<file path="src/rtl/arb_pkg.sv">
// Shared types for the two-requester bram port arbiter.
package arb_pkg;

    typedef enum logic {
        IDLE    = 1'b0,
        RD_WAIT = 1'b1
    } arb_state_t;

    typedef logic port_idx_t;

    // One-hot grant of a 2-input chooser to the winning port index.
    function automatic port_idx_t gnt_to_idx(input logic [1:0] gnt);
        return gnt[1];
    endfunction

endpackage

</file>
<file path="src/rtl/rr_pick2.sv">
// Two-input chooser: sole requester wins; on conflict round-robin (mode_i=1)
// favours the port not granted last, fixed priority (mode_i=0) favours port 0.
module rr_pick2 (
    input  logic [1:0] req_i,
    input  logic       last_i,
    input  logic       mode_i,
    output logic [1:0] gnt_o
);

    // Combinational one-hot selection.
    always_comb begin
        gnt_o = 2'b00;
        case (req_i)
            2'b01: gnt_o = 2'b01;
            2'b10: gnt_o = 2'b10;
            2'b11: begin
                if (mode_i && !last_i) begin
                    gnt_o = 2'b10;
                end else begin
                    gnt_o = 2'b01;
                end
            end
            default: gnt_o = 2'b00;
        endcase
    end

endmodule

</file>
<file path="src/rtl/bram_port_arbiter.sv">
// Shares one synchronous bram port between a fetch (0) and a load/store (1)
// requester; reads occupy the port for two cycles, writes for one.
module bram_port_arbiter
    import arb_pkg::*;
#(
    parameter int DATA_WIDTH  = 8,
    parameter int ADDR_WIDTH  = 4,
    parameter bit ROUND_ROBIN = 1'b1
) (
    input  logic                  i_clk,
    input  logic                  i_rst_n,
    input  logic                  i_req_0,
    input  logic                  i_req_1,
    input  logic                  i_wr_0,
    input  logic                  i_wr_1,
    input  logic [ADDR_WIDTH-1:0] i_addr_0,
    input  logic [ADDR_WIDTH-1:0] i_addr_1,
    input  logic [DATA_WIDTH-1:0] i_data_0,
    input  logic [DATA_WIDTH-1:0] i_data_1,
    output logic                  o_gnt_0,
    output logic                  o_gnt_1,
    output logic                  o_rvalid_0,
    output logic                  o_rvalid_1,
    output logic [DATA_WIDTH-1:0] o_rdata_0,
    output logic [DATA_WIDTH-1:0] o_rdata_1,
    output logic                  o_mem_write,
    output logic [ADDR_WIDTH-1:0] o_mem_addr,
    output logic [DATA_WIDTH-1:0] o_mem_data,
    input  logic [DATA_WIDTH-1:0] i_mem_data
);

    arb_state_t            state_q;
    port_idx_t             rd_port_q;
    port_idx_t             last_gnt_q;
    port_idx_t             pick_s;
    logic [ADDR_WIDTH-1:0] rd_addr_q;
    logic [DATA_WIDTH-1:0] rdata_0_q;
    logic [DATA_WIDTH-1:0] rdata_1_q;
    logic                  rvalid_0_q;
    logic                  rvalid_1_q;
    logic [1:0]            pick_gnt_s;
    logic [1:0]            gnt_s;
    logic                  mem_write_s;
    logic [ADDR_WIDTH-1:0] mem_addr_s;
    logic [DATA_WIDTH-1:0] mem_data_s;

    rr_pick2 u_pick (
        .req_i  ({i_req_1, i_req_0}),
        .last_i (last_gnt_q),
        .mode_i (ROUND_ROBIN),
        .gnt_o  (pick_gnt_s)
    );

    assign pick_s = gnt_to_idx(pick_gnt_s);

    // Request mux onto the bram port; the address is held on the read during RD_WAIT.
    always_comb begin
        gnt_s       = 2'b00;
        mem_write_s = 1'b0;
        mem_addr_s  = i_addr_0;
        mem_data_s  = i_data_0;
        case (state_q)
            IDLE: begin
                gnt_s = pick_gnt_s;
                if (pick_gnt_s[1]) begin
                    mem_write_s = i_wr_1;
                    mem_addr_s  = i_addr_1;
                    mem_data_s  = i_data_1;
                end else if (pick_gnt_s[0]) begin
                    mem_write_s = i_wr_0;
                end else begin
                    mem_write_s = 1'b0;
                end
            end
            RD_WAIT: mem_addr_s = rd_addr_q;
            default: mem_addr_s = i_addr_0;
        endcase
    end

    // Arbiter FSM with read-return registers; rvalid pulses for exactly one cycle.
    always_ff @(posedge i_clk or negedge i_rst_n) begin
        if (!i_rst_n) begin
            state_q    <= IDLE;
            rd_port_q  <= 1'b0;
            last_gnt_q <= 1'b1;
            rd_addr_q  <= {ADDR_WIDTH{1'b0}};
            rdata_0_q  <= {DATA_WIDTH{1'b0}};
            rdata_1_q  <= {DATA_WIDTH{1'b0}};
            rvalid_0_q <= 1'b0;
            rvalid_1_q <= 1'b0;
        end else begin
            rvalid_0_q <= 1'b0;
            rvalid_1_q <= 1'b0;
            case (state_q)
                IDLE: begin
                    if (|gnt_s) begin
                        last_gnt_q <= pick_s;
                        if (!mem_write_s) begin
                            state_q   <= RD_WAIT;
                            rd_port_q <= pick_s;
                            rd_addr_q <= mem_addr_s;
                        end
                    end
                end
                RD_WAIT: begin
                    if (rd_port_q) begin
                        rdata_1_q  <= i_mem_data;
                        rvalid_1_q <= 1'b1;
                    end else begin
                        rdata_0_q  <= i_mem_data;
                        rvalid_0_q <= 1'b1;
                    end
                    state_q <= IDLE;
                end
                default: state_q <= IDLE;
            endcase
        end
    end

    assign o_gnt_0     = gnt_s[0];
    assign o_gnt_1     = gnt_s[1];
    assign o_rvalid_0  = rvalid_0_q;
    assign o_rvalid_1  = rvalid_1_q;
    assign o_rdata_0   = rdata_0_q;
    assign o_rdata_1   = rdata_1_q;
    assign o_mem_write = mem_write_s;
    assign o_mem_addr  = mem_addr_s;
    assign o_mem_data  = mem_data_s;

endmodule

</file>
<file path="config.mk">
export PLATFORM = sky130hd
export DESIGN_NAME = bram_port_arbiter
export DESIGN_NICKNAME = d
export VERILOG_FILES = /design/src/rtl/arb_pkg.sv /design/src/rtl/rr_pick2.sv /design/src/rtl/bram_port_arbiter.sv
export SDC_FILE = /design/constraint.sdc
export NUM_CORES = 1
export LEC_CHECK = 0
export CAP_MARGIN = 20
export CORE_ASPECT_RATIO = 0.8
export CORE_UTILIZATION = 35
export CTS_BUF_LIST = sky130_fd_sc_hd__clkbuf_4
export CTS_CLUSTER_SIZE = 40
export DETAILED_ROUTE_END_ITERATION = 12
export PLACE_DENSITY_LB_ADDON = 0.05
export SLEW_MARGIN = 20
export SYNTH_ARGS = -nofsm -noshare
export SYNTH_HDL_FRONTEND = slang
export SYNTH_HIERARCHICAL = 1
export SYNTH_SLANG_ARGS = --single-unit
</file>
<file path="constraint.sdc">
create_clock -name i_clk -period 1.68 [get_ports i_clk]
set_clock_uncertainty 0.05 [all_clocks]
set_input_delay 0.252 -clock i_clk [delete_from_list [all_inputs] [get_ports i_clk]]
set_output_delay 0.252 -clock i_clk [all_outputs]
set_load 0.02 [all_outputs]
</file>
==> results of run 1 <==
[timing repair]
action	CTS	global route
pin swaps	2	3
setup buffers	1	2
gates resized for setup	90	13
endpoints found under the setup margin	20	21
[cell type report]
| type | instances | area [um^2] |
|---|---|---|
| Timing Repair Buffer | 81 | 828 |
| Sequential cell | 25 | 627 |
| Fill cell | 240 | 1040 |
| Tap cell | 40 | 50.0 |
| Multi-Input combinational cell | 51 | 626 |
| Clock inverter | 1 | 5.00 |
| Clock buffer | 3 | 22.5 |
| Inverter | 5 | 18.8 |
[layer usage]
metal | vias to the layer above | track usage (%) | part of all wire [%]
met1 | 475 | 19.8 | 42
met2 | 39 | 30.4 | 49
li1 | 457 | - | -
met3 | 2 | 5.74 | 8.0
met4 | 0 | 4.17 | 0.50
met5 | - | 0 | 0
[cell usage in the layout (no fill, tap or decap)]
master / count
dfrtp_1: 24
mux2_2: 19
nand3b_1: 1
clkdlybuf4s50_1: 54
o21bai_1: 1
nand2_1: 2
a22o_2: 1
dlymetal6s2s_1: 1
nor2b_4: 2
buf_6: 18
clkinv_2: 1
mux2_4: 17
o21a_1: 1
dfstp_2: 1
conb_1: 1
nor2b_1: 1
clkbuf_4: 3
nor4b_4: 1
a21oi_2: 1
inv_1: 5
nand2b_4: 1
buf_12: 1
a21oi_4: 2
buf_4: 7
[flip-flops by register name, indices dropped and copies added (netlist names)]
register,count
last_gnt_q,1
o_rdata_0,8
o_rdata_1,8
o_rvalid_0,1
o_rvalid_1,1
rd_addr_q,4
rd_port_q,1
state_q,1
[power by group through the flow]
stage	combinational (mW)	clock, mW	sequential [mW]
2_1_floorplan	0.465	0	1.20
3_3_place_gp	1.33	0	0.959
3_5_place_dp	1.35	0	0.975
4_1_cts	1.38	0.278	0.963
5_1_grt	1.48	0.303	0.995
6_report	1.40	0.265	0.959
[final timing paths]
| kind | from | to | slack (ns) | cells after the start |
|---|---|---|---|---|
| setup / recovery | last_gnt_q | o_mem_addr[2] | -0.53 | 6 |
| hold / removal | i_rst_n | o_rdata_1[1] | 0.22 | 2 |
| setup reg to reg | last_gnt_q | rd_addr_q[1] | -0.31 | 8 |
| hold reg to reg | last_gnt_q | last_gnt_q | 0.44 | 2 |
| max in group asynchronous | i_rst_n | last_gnt_q | 1.05 | 2 |
| min in group i_clk | last_gnt_q | last_gnt_q | 0.44 | 2 |
[kinds of logic after synthesis]
family          after synthesis  share of synthesized area, %
simple gates                  8                          6.38
other cells                   1                         0.304
flops                        25                          50.8
mux                          36                          34.0
buf+inv                       9                          4.36
compound gates                6                          4.15
==> run summary, run 1 <==
CTS H-Tree Depth - 1
Overall power - 2.62 mW
Post-synthesis cell type count - 20
EDFF count, synth - 0
Tcrit/Tclk final - 132%
Die area - 3770 um^2
Clock latency on the worst-skew pair - 0.31 ns
DP Area - 2060 um^2
Post-synth ARST share - 100%
Drt pass-1 iters - 2
Syn Area/Cell - 14.5 um^2
Congestion Overflow GR - 0
Leak pwr - 0.990 nW
Crit path DAT - 1.91 ns
Final nets - 205
Maximum capacitance violations - 0
Max Freq - 452 MHz
CORE AREA - 3220 um^2
Class of the worst hold path - in -> async
Cell count after synthesis - 85
Startpoint types - register
Pre-CTS setup slack - -0.854 ns
Yosys reg bits - 25
NetSw - 888 uW
Sum Neg Setup Slack - -7.98 ns
Root Driver - clkbuf_4
Routed WL - 3.00 mm
Die Y-Extent - 55.1 um
CTS max path bufs - 2
Area share of the largest cell type after synthesis - 48.6%
Average wire per standard cell - 14.6 um
CTS Buf Count - 3
Post-Layout Inst Area - 2180 um^2
Synth Cell Area - 1230 um^2
Final Hold Viols - 0
Crit path max-delay family - multiplexers
Layout cells sized above 1 - 45.2%
Leading area contributor after synthesis - dfrtp_1
Placed Cells - 199
Antenna cells - 0
P_int - 1.74 mW
Top post-synthesis cells by area - dfrtp_1 (49%), mux2_2 (29%), mux2_4 (4.9%)
Pins Over Slew Limit - 0
Number of antenna-violating nets in the routed design - 0
First-pass GRT wire length - 4.55 mm
# IOs - 71
DIE WIDTH - 68.4 um
Clock slew at reported path FFs - 0.14 ns
I/O Buffers - 70
Sequential Power Share - 36.6%
WS Path Type - reg -> out
Power Dens Cells - 1200 nW/um^2
Synth warnings - 6
Final Non-Filler Cells - 206
CP cell instances - nand2b_4 -> a21oi_4 -> buf_6 -> mux2_2 -> mux2_2 -> buf_6
Initial core utilization - 38.3%
Slowest stage cell, crit path - dfstp_2
Logic pwr share - 53.3%
Hold Buf Count CTS - 0
Largest net degree at the start of global routing - 26
Mapped Nets - 123
Final setup vio count - 21
# DRC - 0
Setup ws final - -0.531 ns
Placer Congestion - 0.673
CTS tree - yes
Most used DFF post-synth - dfrtp_1
Post-synth top cells - mux2_2 (32), dfrtp_1 (24), inv_1 (5)
Crit path max fanout - 5
Clock sink count - 25
Worst ir drop on vdd - 1010 uV
Min Tclk post-route - 2.21 ns
Vias in the first global route - 969
Antenna violations before repair - 0
Buf+Inv Stages, Crit Path - 2
Post-DP HPWL - 2.25 mm
Req. time, crit path - 1.38 ns
Status - finished, violations left
Area grow syn2layout - 76.3%
Sequential-to-total area share from yosys stat - 50.8%
Via density - 4.72
Utilization after layout - 67.6%
Clock network power share - 10.1%
DR vias - 973
Switching share of power - 33.8%
FP Rows - 18
RSZ-0062 raised after global routing - yes
Top-count cell post-synth - mux2_2
Gr usage total - 17.0%
Worst Setup End Kind - primary output
DR iter-0 viols - 10
Failing checks - negative setup slack
Hold slack - 0.221 ns
Crit-path max cell delay - 0.39 ns
No activity file was read; power rests on OpenSTA's default activity.
==> run 2: changes to the inputs <==
Settings changed: CAP_MARGIN 20 to 25, CORE_ASPECT_RATIO 0.8 to default.
==> run summary, run 2 (synthesis gave the netlist of run 1 again) <==
CP Launch Point - last_gnt_q
Req. time, crit path - 1.38 ns (about the same)
Area of the multi-input gates - 611 um^2 (-2.4%)
# IOs - 71 (unchanged)
Setup ws final - -0.472 ns (+0.0587 ns)
Die Y-Extent - 61.4 um (+11%)
Status - finished, violations left
Failing checks - negative setup slack
Max Freq - 465 MHz (+2.7%)
Most frequent cells in the layout - clkdlybuf4s50_1 (55), dfrtp_1 (24), mux2_2 (23), buf_6 (16), mux2_4 (13)
CORE AREA - 3360 um^2 (+4.4%)
CP cell instances - nand2b_4 -> a21oi_4 -> buf_6 -> mux2_2 -> mux2_4 -> buf_4
Area grow syn2layout - 75.5%
Crit path max fanout - 5 (unchanged)
Clock sink count - 25 (unchanged)
Buf+Inv Stages, Crit Path - 2 (unchanged)
Utilization after layout - 64.4% (-3.2 points)
Hold Buf Count CTS - 0 (unchanged)
Layout cells sized above 1 - 45.5% (+0.33 points)
Startpoint types - register
Worst r2r src - last_gnt_q
First-pass GRT wire length - 4.28 mm (-5.8%)
FP Rows - 21 (+3)
Clock latency on the worst-skew pair - 0.30 ns (about the same)
I/O Buffers - 70 (unchanged)
Maximum capacitance violations - 0 (unchanged)
Clock slew at reported path FFs - 0.13 ns (about the same)
Worst Setup End Kind - primary output
Antenna violations before repair - 0 (unchanged)
Placer Congestion - 0.727 (+8.1%)
Power Dens Cells - 1200 nW/um^2 (-0.23%)
Number of antenna-violating nets in the routed design - 0 (unchanged)
DIE WIDTH - 61.4 um (-10%)
Pins Over Slew Limit - 0 (unchanged)
Largest net degree at the start of global routing - 26 (unchanged)
DR iter-0 viols - 19 (+9)
Min Tclk post-route - 2.15 ns (-0.0587 ns)
Die area - 3770 um^2 (about the same)
Leak pwr - 0.967 nW (-2.3%)
Average wire per standard cell - 13.5 um (-7.4%)
Via density - 4.48 (-5.1%)
Slowest stage cell, crit path - dfstp_2
Drt pass-1 iters - 2 (unchanged)
Reg area - 627 um^2 (unchanged)
Root Driver - clkbuf_4
Crit-path max cell delay - 0.39 ns (about the same)
Commonest non-fill, non-tap cell in the layout - clkdlybuf4s50_1
CTS tree - yes
Antenna cells - 0 (unchanged)
CTS Buf Count - 3 (unchanged)
Gr usage total - 15.7% (-1.4 points)
RSZ-0062 raised after global routing - yes
Routed WL - 2.88 mm (-4.2%)
CTS max path bufs - 2 (unchanged)
Crit path max-delay family - multiplexers
CTS H-Tree Depth - 1 (unchanged)
Post-Layout Inst Area - 2170 um^2 (-0.46%)
# DRC - 0 (unchanged)
Tcrit/Tclk final - 128% (-3.5 points)
Final setup vio count - 20 (-4.8%)
Final Hold Viols - 0 (unchanged)
DP Area - 2080 um^2 (+1.1%)
DR vias - 955 (-1.8%)
Vias in the first global route - 1,005 (+3.7%)
Filler cells - 292 (+22%)
WS Path Type - reg -> out
Congestion Overflow GR - 0 (unchanged)
Class of the worst hold path - in -> async
Post-DP HPWL - 2.26 mm (+0.66%)
Crit path DAT - 1.85 ns (-0.06 ns)
Final nets - 206 (+0.49%)
Initial core utilization - 36.7% (-1.6 points)
Worst ir drop on vdd - 895 uV (-11%)
-- run 2: changes by cell type in the layout (fill, tap and decap cells not counted), moves of 2 or more --
cell / change
buf_6: -2
mux2_2: +4
mux2_4: -4
buf_4: +2
-- run 2: layer usage --
metal  wire length, um  track usage [%]
met5                 0                0
met4                25             6.67
met3               210             3.36
met2              1510             28.9
met1              1130             17.5
-- run 2: metrics by stage --
step,std cells,hold slack (ns),setup TNS (ns),power [mW],worst slack [ns]
2_1_floorplan,85,-0.0936,-0.538,1.67,-0.0760
3_3_place_gp,207,0.413,-11.87,2.31,-0.792
3_5_place_dp,207,0.415,-12.23,2.33,-0.853
4_1_cts,212,0.243,-6.23,2.63,-0.493
5_1_grt,213,0.246,-7.51,2.75,-0.565
6_report,213,0.237,-5.95,2.60,-0.472
-- run 2: worst reg2reg max path: cells and delay by family, from the launching register on --
family                 cells  cell delay, ns
AO/OA/AOI/OAI              2            0.15
AND/OR/NAND/NOR            2            0.39
buffers and inverters      2            0.27
flip-flops                 1            0.55
multiplexers               1            0.31
-- run 2: path summary, 6_finish.rpt --
path                            endpoint  slack (ns)  cells past startpoint
hold / removal              o_rdata_1[0]        0.24                      2
setup / recovery           o_mem_addr[0]       -0.47                      6
setup reg to reg            rd_addr_q[0]       -0.13                      7
hold reg to reg               last_gnt_q        0.43                      2
min in group i_clk            last_gnt_q        0.43                      2
max in group asynchronous     last_gnt_q        1.06                      2
-- run 2: timing repair --
action | 4_1_cts | 5_1_grt
endpoints found under the hold margin | 0 | 0
endpoints found under the setup margin | 20 | 20
gates resized for setup | 91 | 4
setup buffers | 1 | 1
pin swaps | 2 | 1
-- run 2: where the power goes --
group	total, mW	switching [mW]	internal, mW
Sequential	0.956	0.116	0.839
Combinational	1.38	0.585	0.799
Clock	0.266	0.158	0.109
-- run 2: area by class of cell --
cell class              count  area share [%]
clock buffers               4            1.39
inverters                   5           0.866
multi-input cells          51            28.2
flip-flops and latches     25            28.9
well taps                  46            2.66
repair buffers             82            38.0
==> run 3: changes to the inputs <==
Settings changed: CAP_MARGIN 25 to 10.
==> results of run 3 <==
No change in the layout: final DEF, timing and power equal those of run 2.
